`config.mk`:
```
export PLATFORM = sky130hd
export DESIGN_NAME = mem_port_arbiter
export DESIGN_NICKNAME = d
export VERILOG_FILES = /design/src/rtl/mem_port_arbiter.sv
export SDC_FILE = /design/constraint.sdc
export NUM_CORES = 1
export LEC_CHECK = 0
export CAP_MARGIN = 20
export CELL_PAD_IN_SITES_DETAIL_PLACEMENT = 1
export CELL_PAD_IN_SITES_GLOBAL_PLACEMENT = 2
export CORE_MARGIN = 2
export CORE_UTILIZATION = 43
export DETAILED_ROUTE_END_ITERATION = 8
export DONT_BUFFER_PORTS = 1
export PLACE_DENSITY_LB_ADDON = 0.1
export SLEW_MARGIN = 20
export SYNTH_ARGS = -nofsm -noshare
export SYNTH_HDL_FRONTEND = slang
export SYNTH_SLANG_ARGS = --single-unit
```
`constraint.sdc`:
```
create_clock -name clk -period 2.95 [get_ports clk]
set_input_delay 0.1475 -clock clk [delete_from_list [all_inputs] [get_ports clk]]
set_output_delay 0.1475 -clock clk [all_outputs]
set_load 0.02 [all_outputs]
```
`src/rtl/mem_port_arbiter.sv`:
```
// mem_port_arbiter: grants one of two requesters the single-port memory and sequences WAIT_CYC access cycles.
// Define ARB_ROUND_ROBIN_EN to alternate on ties; otherwise port 0 has fixed priority.
module mem_port_arbiter #(
    parameter int ADDR_W   = 32,
    parameter int DATA_W   = 32,
    parameter int WAIT_CYC = 1
) (
    input  logic              clk,
    input  logic              rst,
    input  logic              m0_req,
    input  logic              m0_we,
    input  logic [ADDR_W-1:0] m0_addr,
    input  logic [DATA_W-1:0] m0_wdata,
    output logic              m0_gnt,
    output logic              m0_done,
    output logic [DATA_W-1:0] m0_rdata,
    input  logic              m1_req,
    input  logic              m1_we,
    input  logic [ADDR_W-1:0] m1_addr,
    input  logic [DATA_W-1:0] m1_wdata,
    output logic              m1_gnt,
    output logic              m1_done,
    output logic [DATA_W-1:0] m1_rdata,
    output logic              mem_en,
    output logic              mem_we,
    output logic [ADDR_W-1:0] mem_addr,
    output logic [DATA_W-1:0] mem_wdata,
    input  logic [DATA_W-1:0] mem_rdata
);
    typedef enum logic [1:0] {IDLE, ACCESS, DONE} state_t;

    state_t     state, state_nx;
    logic       owner;
    logic       sel;
    logic       last;
    logic       we_q;
    logic [3:0] cnt;

    if (WAIT_CYC < 1 || WAIT_CYC > 15) begin : g_bad_wait
        $error("mem_port_arbiter: WAIT_CYC must be in 1..15");
    end

    assign last = cnt == 4'(WAIT_CYC - 1);

    // owner doubles as the last-owner pointer: it only changes on a grant
`ifdef ARB_ROUND_ROBIN_EN
    assign sel = (m0_req && m1_req) ? ~owner : m1_req;
`else
    assign sel = ~m0_req;
`endif

    always_ff @(posedge clk or negedge rst) begin
        if (!rst) state <= IDLE;
        else      state <= state_nx;
    end

    always_comb begin
        state_nx = state;
        state_nx = (state == IDLE)   ? ((m0_req || m1_req) ? ACCESS : IDLE) :
                   (state == ACCESS) ? (last ? DONE : ACCESS) : IDLE;
    end

    always_ff @(posedge clk or negedge rst) begin
        if (!rst) begin
            owner     <= 1'b1;
            we_q      <= 1'b0;
            cnt       <= '0;
            mem_addr  <= '0;
            mem_wdata <= '0;
            m0_rdata  <= '0;
            m1_rdata  <= '0;
        end else if (state == IDLE) begin
            if (m0_req || m1_req) begin
                owner     <= sel;
                we_q      <= sel ? m1_we : m0_we;
                mem_addr  <= sel ? m1_addr : m0_addr;
                mem_wdata <= sel ? m1_wdata : m0_wdata;
                cnt       <= '0;
            end
        end else if (state == ACCESS) begin
            cnt <= cnt + 4'd1;
            if (last && !we_q) begin
                if (owner) m1_rdata <= mem_rdata;
                else       m0_rdata <= mem_rdata;
            end
        end
    end

    assign m0_gnt  = (state != IDLE) && !owner;
    assign m1_gnt  = (state != IDLE) && owner;
    assign m0_done = (state == DONE) && !owner;
    assign m1_done = (state == DONE) && owner;
    assign mem_en  = state == ACCESS;
    assign mem_we  = mem_en && we_q;
endmodule

```
==> results.md <==
- Status: finished with violations
- Violated checks: hold timing
- Height of the die: 123 microns
- Initial DRT Pass Iterations: 2
- Syn Area/Cell: 15.9 sq um
- Reg area: 3400 sq um
- Average wire per standard cell: 21.4 microns
- Clock skew: 0.00606 ns
- Clock Sinks: 136
- TritonCTS clock tree: built
- H-tree depth: 4
- GR peak layer: met2
- Initial DRC Count: 75
- Kind of critical path: reg2reg
- Sw Share: 0.373
- Vias in the first global route: 3618
- Synthesized flop and latch total: 136
- R2R cell count: 5
- Sequential area share after synthesis: 0.558
- I/O Buffers: 0
- Synth warn: 0
- Half-perimeter wire length after placement: 9530 microns
- Critical path arrival: 2.66 ns
- Peak VDD IR: 0.616 mV
- # setup viols final: 0
- Worst slack at placement: 0.546 ns
- Critical Path Fanout Max: 32
- Routing usage on met3: 0.0881
- Routed via count: 3338
- CP startpoint kind: flip-flop
- Maximum clock path buffer count: 2
- Layout area overhead: 21.9%
- Post_cts resized: 0
- Initial antenna violation count: 0
- Critical Path Sink Type: flip-flop
- Drt drc: 0
- Relative slew margins: 0.376
- Met2 Track Usage GR: 0.311
- Hold Slack: -0.562 ns
- IO Count: 300
- Distinct cells, synth: 30
- P_sw: 0.00340 W
- Remaining global-route overflow: 0
- Power Dens Cells: 1230 nW/um^2
- Slew @ Worst Pin: 0.934 ns
- Area of the multi-input gates: 2530 sq um
- Clock power frac: 0.251
- Smallest setup slack after layout: 0.583 ns
- Initial Utilization: 0.440
- Final Hold Vio Count: 136
- Hold crit path type: in2async
- Min cycle time layout: 2.37 ns
- Core area: 13900 sq um
- RSZ-0062 raised after global routing: no
- Width of the chip: 123 microns
- Worst R2R Setup Slack: 0.58 ns
- Tot GR Track Use: 0.182
- CP Data Required Time: 3.24 ns
- Cell Area, Placed: 6210 sq um
- Total wire length: 13600 microns
- Gpl congestion: 0.691
- Die area: 15200 sq um
- RR Startpoint: cnt[0]
- Tot Pwr: 0.00912 W
- Row count: 43
- Routed Antenna Nets: 0
- Cell count after synthesis: 384
- Final nets: 611
- Fill cells: 1349
- Sequential power share: 0.520
- CTS Root Cell: clkbuf_16
- FF-to-FF End: m1_rdata[10]
- Clock transition at path regs: 0.06 ns
- Comb pwr share: 0.229
- ANT cells: 0
- First-pass GRT wire length: 20400 microns
- Largest net degree at the start of global routing: 137
- Post-route insts no fill: 636
- Syn nets: 552
- Leak Pwr: 3.22 nW
- Max-cap violations: 0
- CTS Buf Count: 17
- GR met1 Demand/Resource: 0.193
- Setup TNS: 0 ns
- Count of pins over their slew limit: 0
- Synthesized area: 6100 sq um
- Main area contributors after synthesis: dfrtp_1 (55%), mux2_2 (30%), mux2_4 (7.4%)
- Max Clk Rate: 422 MHz
- Part of the cycle the worst path needs: 0.802
- Final Instance Area: 7440 sq um
- Postcts setup bufs: 0
- Leading area contributor after synthesis: dfrtp_1
- Share of post-route cells with drive strength above 1: 0.504
- Power Internal: 0.00572 W
- DP Cell Count: 545
- Cts hold-fix bufs: 59
- DR vias/cell: 5.25
- Yosys top cell area share: 0.554
- Clock latency on the worst-skew pair: 0.41 ns
- Worst Setup SP: cnt[0]
[registers in the layout (all words and copies together), names as in the netlist]
name and cells:
m1_rdata 32, m0_rdata 32, cnt 4, state 2, mem_wdata 32, we_q 1
owner 1, mem_addr 32
[Yosys cell counts]
cell and n:
buf_6 6, o21ai_0 1, clkbuf_1 2, dfrtp_1 135, mux2_2 164, o22ai_1 1, and3b_1 1, inv_2 1
a21oi_1 2, xor2_1 2, nand3_4 1, nand2b_1 1, o21a_1 1, nand4b_4 1, nand2_1 4, buf_2 6
dfstp_2 1, ha_1 2, nand3b_1 1, mux2_4 30, nor2b_1 1, and2_1 2, nor3b_4 1, nor3b_1 1
o31ai_1 1, nor2_1 4, inv_1 2, o21bai_1 1, nand3_1 1, buf_4 7
[cell type report]
type / count / share of cell area
Clock buffer: 23 / 0.0629
Clock inverter: 9 / 0.0229
Inverter: 3 / 0.00151
Multi-Input combinational cell: 224 / 0.340
Sequential cell: 136 / 0.458
Tap cell: 180 / 0.0303
Timing Repair Buffer: 61 / 0.0848
[routing by layer]
| layer | routed length (microns) | part of all wire |
|---|---|---|
| met1 | 4760 | 0.35 |
| met2 | 7080 | 0.52 |
| met3 | 1530 | 0.11 |
| met4 | 265 | 0.019 |
| met5 | 0 | 0 |
[stage by stage]
stage	utilization	hold WS [ns]
finish	0.536	-0.562
global placement	0.447	-0.145
global route	0.536	-0.591
floorplan	-	-0.148
CTS	0.536	-0.591
detailed placement	0.447	-0.145
[critical path, cell delays in order (launching register included)]
cell      delay [ns]
dfrtp_1         0.41
inv_1           0.09
ha_1            0.15
nor3b_4         0.32
nand4b_4        0.71
mux2_4          0.55
[placed cells by master (no fill, tap or decap), drive strengths merged]
cell         netlist  routed
dfrtp            135     135
dfstp              1       1
o22ai              1       1
nand2              4       4
nand2b             1       1
o21a               1       1
xor2               2       2
nand3b             1       1
nor2b              1       1
clkbuf             2      23
inv                3       3
nand3              2       2
o31ai              1       1
o21ai              1       1
o21bai             1       1
nor3b              2       2
mux2             194     194
bufinv             0       5
buf               19       2
and2               2       2
nand4b             1       1
nor2               4       4
dlygate4sd3        0      59
and3b              1       1
ha                 2       2
clkinv             0       4
a21oi              2       2
[how the worst max path moves through the flow]
stage	endpoint	slack, ns	depth (start not counted)
2_1_floorplan	m1_rdata[0]	1.29	6
3_3_place_gp	m1_rdata[28]	0.60	5
3_5_place_dp	m1_rdata[8]	0.55	5
4_1_cts	m1_rdata[29]	0.53	5
5_1_grt	m1_rdata[28]	0.45	5
6_report	m1_rdata[10]	0.58	5
[cells by family (layout without fill, tap and decap cells)]
family | Yosys count | in the layout | share of synthesized area
flops | 136 | 136 | 0.558
fa+ha+maj | 2 | 2 | 0.00410
compound gates | 7 | 7 | 0.00718
buf+inv | 24 | 96 | 0.0277
mux | 194 | 194 | 0.377
simple gates | 19 | 19 | 0.0236
xor+xnor | 2 | 2 | 0.00287
[power by group through the flow]
stage / clock network (W) / registers [W] / logic, W
finish: 0.00229 / 0.00474 / 0.00208
global route: 0.00244 / 0.00489 / 0.00227
CTS: 0.00236 / 0.00478 / 0.00213
detailed placement: 0 / 0.00479 / 0.00205
global placement: 0 / 0.00480 / 0.00195
floorplan: 0 / 0.00446 / 0.00183
(Power assumes the default switching activity.)
